--- src/rtl/alu.sv ---
// ---------------------------------------------------------------------------
// alu
//   Registered ALU for the CPU execute stage. It combines two register-file
//   operands under a 4-bit opcode from the decoder. Arithmetic and logic
//   opcodes update the accumulator. Branch opcodes (11xx) instead drive
//   pc_branch, which the PC logic uses to select the branch target. Both
//   outputs are registered, so results appear one clock after the inputs
//   are sampled.
//
// Ports
//   clk        in   1      system clock, rising-edge active
//   rst_n      in   1      asynchronous active-low reset
//   alu_code   in   4      operation select
//   reg_data1  in   WIDTH  operand A
//   reg_data2  in   WIDTH  operand B
//   accum      out  WIDTH  registered result
//   pc_branch  out  1      registered branch-taken flag
//
// All arithmetic is unsigned and wraps modulo 2^WIDTH. No flags are produced.
// ---------------------------------------------------------------------------
module alu #(
  parameter int WIDTH = 16
) (
  input  logic             clk,
  input  logic             rst_n,
  input  logic [3:0]       alu_code,
  input  logic [WIDTH-1:0] reg_data1,
  input  logic [WIDTH-1:0] reg_data2,
  output logic [WIDTH-1:0] accum,
  output logic             pc_branch
);

  typedef enum logic [3:0] {
    OP_NOP = 4'b0000,
    OP_AND = 4'b0001,
    OP_OR  = 4'b0010,
    OP_XOR = 4'b0011,
    OP_SUB = 4'b0100,
    OP_NOT = 4'b0101,
    OP_SHL = 4'b0110,
    OP_SHR = 4'b0111,
    OP_ADD = 4'b1000,
    OP_INC = 4'b1001,
    OP_DEC = 4'b1010,
    OP_MOV = 4'b1011,
    OP_BEQ = 4'b1100,
    OP_BLT = 4'b1101,
    OP_BGT = 4'b1110,
    OP_BNE = 4'b1111
  } alu_op_e;

  alu_op_e          op;
  logic [3:0]       shamt;
  logic [WIDTH-1:0] next_accum;
  logic             next_branch;

  assign op    = alu_op_e'(alu_code);
  // Only the low nibble of B sets the shift distance. A shift by 16 therefore
  // behaves as a shift by 0, which matches the original datapath.
  assign shamt = reg_data2[3:0];

  // Next-state selection. The default is to hold the accumulator and clear
  // the branch flag. Only the opcodes listed below change either value.
  always_comb begin
    next_accum  = accum;
    next_branch = 1'b0;
    unique case (op)
      OP_NOP: next_accum = accum;
      OP_AND: next_accum = reg_data1 & reg_data2;
      OP_OR:  next_accum = reg_data1 | reg_data2;
      OP_XOR: next_accum = reg_data1 ^ reg_data2;
      OP_SUB: next_accum = reg_data1 - reg_data2;
      OP_NOT: next_accum = ~reg_data1;
      OP_SHL: next_accum = reg_data1 << shamt;
      OP_SHR: next_accum = reg_data1 >> shamt;
      OP_ADD: next_accum = reg_data1 + reg_data2;
      OP_INC: next_accum = reg_data1 + WIDTH'(1);
      OP_DEC: next_accum = reg_data1 - WIDTH'(1);
      OP_MOV: next_accum = reg_data2;
      // Branch compares leave the accumulator untouched. The flag reflects
      // only the most recent compare, so back-to-back branches overwrite it.
      OP_BEQ: next_branch = (reg_data1 == reg_data2);
      OP_BLT: next_branch = (reg_data1 <  reg_data2);
      OP_BGT: next_branch = (reg_data1 >  reg_data2);
      OP_BNE: next_branch = (reg_data1 != reg_data2);
      default: begin
        next_accum  = accum;
        next_branch = 1'b0;
      end
    endcase
  end

  // Output registers. Asserting reset clears both outputs at once and drops
  // any result still in flight. The first edge after reset is released
  // computes from the inputs present at that edge.
  always_ff @(posedge clk or negedge rst_n) begin
    if (!rst_n) begin
      accum     <= '0;
      pc_branch <= 1'b0;
    end else begin
      accum     <= next_accum;
      pc_branch <= next_branch;
    end
  end

endmodule

--- config.mk ---
export PLATFORM = sky130hd
export DESIGN_NAME = alu
export DESIGN_NICKNAME = d
export VERILOG_FILES = /design/src/rtl/alu.sv
export SDC_FILE = /design/constraint.sdc
export NUM_CORES = 1
export LEC_CHECK = 0
export CORE_ASPECT_RATIO = 0.7
export CORE_MARGIN = 1
export CORE_UTILIZATION = 45
export CTS_BUF_LIST = sky130_fd_sc_hd__clkbuf_8
export CTS_CLUSTER_SIZE = 10
export DETAILED_ROUTE_END_ITERATION = 16
export PLACE_DENSITY = 0.78
export SETUP_SLACK_MARGIN = 0.15
export SLEW_MARGIN = 15
export SYNTH_ARGS = -nofsm -noshare
export SYNTH_HDL_FRONTEND = slang
export SYNTH_SLANG_ARGS = --single-unit
export TNS_END_PERCENT = 10
--- constraint.sdc ---
create_clock -name clk -period 1 [get_ports clk]
set_input_delay 0.15 -clock clk [delete_from_list [all_inputs] [get_ports clk]]
set_output_delay 0.15 -clock clk [all_outputs]
set_load 0.02 [all_outputs]
==> results.py, run 1 <==
metrics = {
    "power_and_ir_drop": {
        "ir_drop_v": 0.000438,
        "power_density_nw_per_um2": 799,
        "p_int_uw": 3470,
        "p_sw_share_pct": 46.9,
        "p_comb_share_pct": 76.4,
        "seq_power_share_pct": 14.0,
        "clkPwrFrac_pct": 9.7,
        "p_leak_uw": 0.00386,
        "p_switching_uw": 3060,
    },
    "global_route": {
        "grt_first_pass_wirelength_mm": 38.9,
        "grt_use_total_pct": 45.9,
        "grt_pass1_vias": 6764,
        "gr-total-overflow": 0,
        "antenna_found_initial": 2,
        "grt_start_max_net_pins": 45,
    },
    "detailed_routing": {
        "vias": 7202,
        "wire_per_inst_microns": 23.0,
        "drtIter0Drc": 1105,
        "viasPerCell": 6.27,
        "drt_wl_total_mm": 26.4,
        "ant_nets": 0,
        "drc_errors": 0,
        "first_pass_iters": 5,
    },
    "place": {
        "dpl-instance-area_sq_um": 7520,
        "hpwl_mm": 20.4,
        "dp_cells": 1129,
        "io_buffers": 54,
        "gp_congestion": 1.11,
    },
    "yosys": {
        "synth-simple-area-share_pct": 22.0,
        "synth-main-ff-cell": "dfrtp_1",
        "synthArstFlopShare_pct": 100,
        "synth.distinct_cells": 72,
        "avgSynthCellArea_sq_um": 7.03,
        "yosysWarnings": 0,
        "netlist_area_sq_um": 4930,
        "ys_seq_area_share_pct": 8.62,
        "yosys.area_share.adder_pct": 17.3,
        "synth_top_family_by_area": "compound AO/OA/AOI/OAI gates",
        "synth_compound_area_share_pct": 32.3,
        "synth_edf_count": 0,
        "ys_seq_elements": 17,
        "synth_mux_area_share_pct": 6.82,
        "syn_nets": 807,
        "postSynthCellCount": 702,
        "synth-xor-area-share_pct": 5.86,
    },
    "finish": {
        "area_growth_pct": 65.8,
        "final_util_pct": 77.8,
        "final_cells": 1148,
        "num-nets-final": 1104,
        "drive_above_1_share_pct": 41.4,
        "design_area_sq_um": 8180,
    },
    "min_path": {
        "hp-class": "in2async",
    },
    "setup_path": {
        "worst_path_max_delay_cell": "or4_4",
        "endpoint_kind": "register",
        "cpMostUsedCell": "buf_6",
        "worstPathArrival_ps": 2920,
        "worst_setup_path_start_kind": "input pin",
        "worst_path_largest_cell_delay_ps": 620,
        "crit_type": "in2reg",
        "path_max_fanout": 3,
        "worstPathCellList": "buf_6 > or4_4 > nand3b_4 > xnor2_2 > o21ai_1 > ha_2 > a21oi_4 > nor2_2 > a31oi_2 > o31ai_2 > buf_4 > buf_6 > mux2i_1 > a22oi_1 > a21oi_1",
        "required_ps": 1150,
    },
    "timing": {
        "fin_ws_ps": -1760,
        "max_freq_mhz": 362,
        "setup_viol": 21,
        "tns_ps": -25800,
        "slew_headroom_pct": 58.7,
        "fin_crit_ps": 2760,
        "slew_violations": 0,
        "rsz0062_at_grt": "true",
        "finClkSkew_ps": 0,
        "timing.final.hold_violations": 0,
        "worstMarginPinSlew_ps": 618,
        "period_share_pct": 276,
    },
    "floorplanning": {
        "rows": 31,
        "die-width_microns": 127,
        "io_pins": 55,
        "die_area_sq_um": 11400,
        "core-area_sq_um": 10500,
        "start_util_pct": 46.9,
        "die_h_microns": 89.6,
    },
    "clocking": {
        "clockBufferDepth": 2,
        "clk_latency_ps": 270,
        "ctsHoldBuffers": 0,
        "tritoncts.num_buffers": 3,
        "cts_sinks": 17,
        "clk_pin_slew_worst_paths_ps": 100,
        "cts_tree": "done",
        "htreeDepth": 1,
        "clock-root-buffer": "clkbuf_8",
    },
    "run_status": {
        "violations": "negative setup slack",
        "status": "finished, violations left",
    },
    "job": {
        "maxCapViolCount": 0,
    },
}
==> Yosys cell counts, types with 5 or more instances <==
library cell  count  area [sq um]
xnor2_1          27           236
or3_1             7          43.8
mux4_2            5           113
a21o_1            7          52.6
clkbuf_1         19          71.3
mux2i_1          19           190
o22ai_1          20           125
o21ai_1          16          80.1
a21oi_1          54           270
nor3_1           25           125
dfrtp_1          17           425
buf_2            10          50.1
a31oi_1          11          68.8
nor2_1           83           312
o31ai_1           5          37.5
a211oi_1         15           113
nand2_1          61           229
nor2b_1           9          56.3
o21a_1            5          37.5
o21ai_0          39           195
xor2_1            6          52.6
o2111ai_1         5          43.8
o211ai_1          6          45.0
a2111oi_0         5          43.8
o221ai_1          6          52.6
inv_1            50           188
ha_1             65           813
nand2b_1         10          62.6
nand3_1          10          50.1
a221oi_1          7          61.3
==> registers in the layout (all words and copies together), names as in the netlist <==
| signal | cells |
|---|---|
| accum | 16 |
| pc_branch | 1 |
==> layout make-up <==
type	count	area [sq um]
clock buffer	3	41.3
multi-input combinational	599	4680
tap	148	185
clock inverter	1	5.00
antenna	2	5.00
fill	775	2330
timing repair buffer	327	2640
sequential	17	427
inverter	51	194
==> per-layer routing <==
metal  track usage [%]  wire length, microns
met1              62.2                 10900
met2              67.5                 10600
met3              16.8                  4030
met4              14.7                   833
met5                 0                     0
==> per-stage QoR <==
step	setup slack [ps]	hold slack (ps)	power (uW)
floorplan	-1790	-146	2950
global placement	-2430	468	5110
detailed placement	-2550	483	5210
CTS	-1750	226	6080
global route	-1840	240	6830
finish	-1760	223	6540
==> final timing paths <==
kind                                             from                     to  slack, ps  depth (start not counted)
worst max-delay path                     reg_data2[3]  accum[13]$_DFFE_PN0P_      -1760                         15
worst min-delay path                            rst_n   accum[2]$_DFFE_PN0P_        220                          2
worst max register to register  accum[15]$_DFFE_PN0P_  accum[15]$_DFFE_PN0P_        -90                          3
worst min register to register   accum[3]$_DFFE_PN0P_   accum[3]$_DFFE_PN0P_        530                          2
max in group asynchronous                       rst_n   accum[2]$_DFFE_PN0P_        630                          2
min in group clk                          alu_code[1]    pc_branch$_DFF_PN0_        360                          4
==> critical path: cells and delay by family <==
kind / cells / cell delay (ps)
fa+ha+maj: 1 / 320
simple gates: 3 / 920
compound gates: 6 / 910
xor+xnor: 1 / 140
buf+inv: 3 / 360
mux: 1 / 110
==> logic make-up (layout without fill, tap and decap cells) <==
logic type,count (synthesis),count (layout)
fa+ha+maj,67,67
mux,27,27
buf+inv,86,382
xor+xnor,33,33
flops,17,17
compound gates,243,243
simple gates,229,229
other cells,0,2
==> placed cells by master (no fill, tap or decap), drive strengths merged, types with 19 or more instances in the layout <==
cell type	n
nor3	26
nand2	61
a21oi	54
ha	65
o21ai	56
inv	51
nor2	83
o22ai	20
buf	295
mux2i	19
xnor2	27
==> repair_timing <==
action / in CTS / in global routing
endpoints found under the setup margin: 34 / 34
pin swaps: 37 / 51
resized for setup: 182 / 81
setup buffers: 7 / 6
gates cloned: 0 / 0
==> power by group through the flow <==
stage / registers [uW] / clock network (uW) / logic (uW)
6_report: 913 / 633 / 4990
5_1_grt: 920 / 652 / 5250
4_1_cts: 902 / 631 / 4540
3_5_place_dp: 897 / 0 / 4320
3_3_place_gp: 887 / 0 / 4230
2_1_floorplan: 1020 / 0 / 1930
Note: power is estimated with default switching activity, not from simulation.
==> run 2, diff against run 1 <==
clock period = 2.63 ns   (was 1 ns; I/O delays follow)
==> run 2 against run 1 <==
  * Cell count fell by 2.5%
  * Die area did not move
  * Critical endpoint is now accum[14]$_DFFE_PN0P_
  * Largest cell class unchanged
  * Setup slack improved by 1300 ps
  * Register-to-register slack improved by 1700 ps
  * Non-clock buffer count fell by 27
  * Largest power group unchanged
  * Highest routed layer unchanged
  * Sequential share of layout area rose by 0.18 points
  * Global-route usage fell by 2.3 points
  * The flow still finishes with violations (negative setup slack)
==> results.py, run 2 (same netlist as run 1, synthesis figures left out) <==
metrics = {
    "finish": {
        "fillers": 824,
        "num-nets-final": 1077,
        "layout_common_cells": "233 x buf_4, 75 x nor2_1, 57 x nand2_1",
        "largest_register_ffs": 16,
        "design_area_sq_um": 7880,
        "reg_top3": "accum x16, pc_branch x1",
        "drive_above_1_share_pct": 36.4,
        "area_growth_pct": 59.8,
        "layout_commonest_cell": "buf_4",
        "largest-register": "accum",
        "diodes": 0,
    },
    "power_and_ir_drop": {
        "p_sw_share_pct": 46.9,
        "p_comb_share_pct": 76.1,
        "seq_power_share_pct": 14.2,
        "p_leak_uw": 0.00362,
        "p_int_uw": 1270,
        "p_switching_uw": 1120,
        "power_density_nw_per_um2": 302,
        "clkPwrFrac_pct": 9.7,
        "ir_drop_v": 0.000158,
    },
    "min_path": {
        "hp-class": "in2async",
    },
    "detailed_routing": {
        "drc_errors": 0,
        "viasPerCell": 6.23,
        "ant_nets": 0,
        "wire_per_inst_microns": 22.6,
        "first_pass_iters": 6,
        "drtIter0Drc": 881,
        "vias": 6967,
        "drt_wl_total_mm": 25.3,
    },
    "global_route": {
        "antenna_found_initial": 1,
        "grt_first_pass_wirelength_mm": 36.6,
        "grt_pass1_vias": 6525,
        "grt_start_max_net_pins": 45,
        "gr-total-overflow": 0,
        "grt_use_total_pct": 43.6,
    },
    "clocking": {
        "tritoncts.num_buffers": 3,
        "cts_tree": "done",
        "clk_latency_ps": 270,
        "cts_sinks": 17,
        "clock-root-buffer": "clkbuf_8",
        "htreeDepth": 1,
        "clockBufferDepth": 2,
        "clk_pin_slew_worst_paths_ps": 90,
        "ctsHoldBuffers": 0,
    },
    "floorplanning": {
        "die-width_microns": 127,
        "rows": 31,
        "die_area_sq_um": 11400,
        "io_pins": 55,
        "core-area_sq_um": 10500,
        "die_h_microns": 89.6,
        "start_util_pct": 46.9,
    },
    "setup_path": {
        "crit_type": "in2reg",
        "worst_setup_path_start_kind": "input pin",
        "path_max_fanout": 4,
        "worstPathArrival_ps": 3250,
        "required_ps": 2840,
        "endpoint_kind": "register",
    },
    "timing": {
        "fin_crit_ps": 3040,
        "slew_violations": 0,
        "slew_headroom_pct": 47.4,
        "whs_ps": 463,
        "period_share_pct": 116,
        "rsz0062_at_grt": "true",
        "timing.final.hold_violations": 0,
        "fin_ws_ps": -411,
        "setup_viol": 14,
        "max_freq_mhz": 329,
        "worstMarginPinSlew_ps": 786,
        "finClkSkew_ps": 0,
    },
    "place": {
        "dpl-instance-area_sq_um": 7270,
        "hpwl_mm": 20.0,
        "gp_congestion": 1.04,
        "io_buffers": 54,
    },
    "run_status": {
        "status": "finished, violations left",
        "violations": "negative setup slack",
    },
    "job": {
        "maxCapViolCount": 0,
    },
}
## run 2: changes by cell type in the layout (fill, tap and decap cells not counted), sizes merged, moves of 2 or more
cell	previous run	this run
dlygate4sd2	7	4
dlymetal6s2s	8	0
diode	2	0
clkdlybuf4s15	1	3
clkbuf	7	5
buf	295	250
clkdlybuf4s50	12	41
## run 2: layout make-up
cell class | instances | area [sq um] | share of cell area, %
Clock buffer | 3 | 41.3 | 0.524
Timing Repair Buffer | 300 | 2420 | 30.7
Tap cell | 148 | 185 | 2.35
Inverter | 51 | 194 | 2.46
Multi-Input combinational cell | 599 | 4610 | 58.5
Clock inverter | 1 | 3.75 | 0.0476
Sequential cell | 17 | 425 | 5.40
## run 2: through the flow
| stage | setup TNS [ps] | util, % | power (uW) | std cells | worst slack [ps] |
|---|---|---|---|---|---|
| 2_1_floorplan | -3430 | - | 1120 | 702 | -404 |
| 6_report | -3560 | 75.0 | 2380 | 1119 | -411 |
| 5_1_grt | -4990 | 75.0 | 2490 | 1119 | -488 |
| 4_1_cts | -3760 | 72.2 | 2220 | 1113 | -420 |
| 3_5_place_dp | -13790 | 69.2 | 1910 | 1098 | -1140 |
| 3_3_place_gp | -12730 | 69.2 | 1880 | 1098 | -1030 |
## run 2: worst max-delay path, stage by stage
cell      delay (ps)
buf_6             90
or4_4            610
nor2_4           180
xnor2_2          110
o21ai_1           90
ha_2             190
buf_4            140
o21ai_2          140
nand2b_1         150
o21a_1           190
a221oi_2         280
buf_4            180
a211o_1          140
xnor2_1          120
nand2_1           90
a21oi_2          140
## run 2: metal layers
| metal | GRT usage, % | vias to the layer above | wire length, microns |
|---|---|---|---|
| met5 | 0 | - | 0 |
| met2 | 63.5 | 493 | 10000 |
| li1 | - | 3121 | - |
| met3 | 18.2 | 85 | 3800 |
| met4 | 16.9 | 0 | 899 |
| met1 | 57.3 | 3268 | 10600 |
## run 2: worst paths after layout
kind / slack [ps] / to / from / depth (start not counted)
setup / recovery: -410 / accum[14]$_DFFE_PN0P_ / reg_data2[3] / 16
hold / removal: 460 / accum[15]$_DFFE_PN0P_ / rst_n / 2
setup reg to reg: 1630 / accum[15]$_DFFE_PN0P_ / accum[15]$_DFFE_PN0P_ / 3
hold reg to reg: 490 / accum[3]$_DFFE_PN0P_ / accum[3]$_DFFE_PN0P_ / 2
max in group asynchronous: 1940 / accum[5]$_DFFE_PN0P_ / rst_n / 2
min in group clk: 490 / accum[3]$_DFFE_PN0P_ / accum[3]$_DFFE_PN0P_ / 2
## run 2: repair_timing
item,CTS,global route
cloned,0,0
pin swaps,32,49
hold endpoints to repair,0,0
setup endpoints to repair,16,16
buffers inserted,11,6
gates resized for setup,67,69
## run 2: power by group through the flow
stage / clock, uW / combinational [uW] / sequential, uW
floorplan: 0 / 734 / 388
global placement: 0 / 1540 / 338
detailed placement: 0 / 1570 / 341
CTS: 227 / 1660 / 336
global route: 237 / 1910 / 342
finish: 231 / 1810 / 339
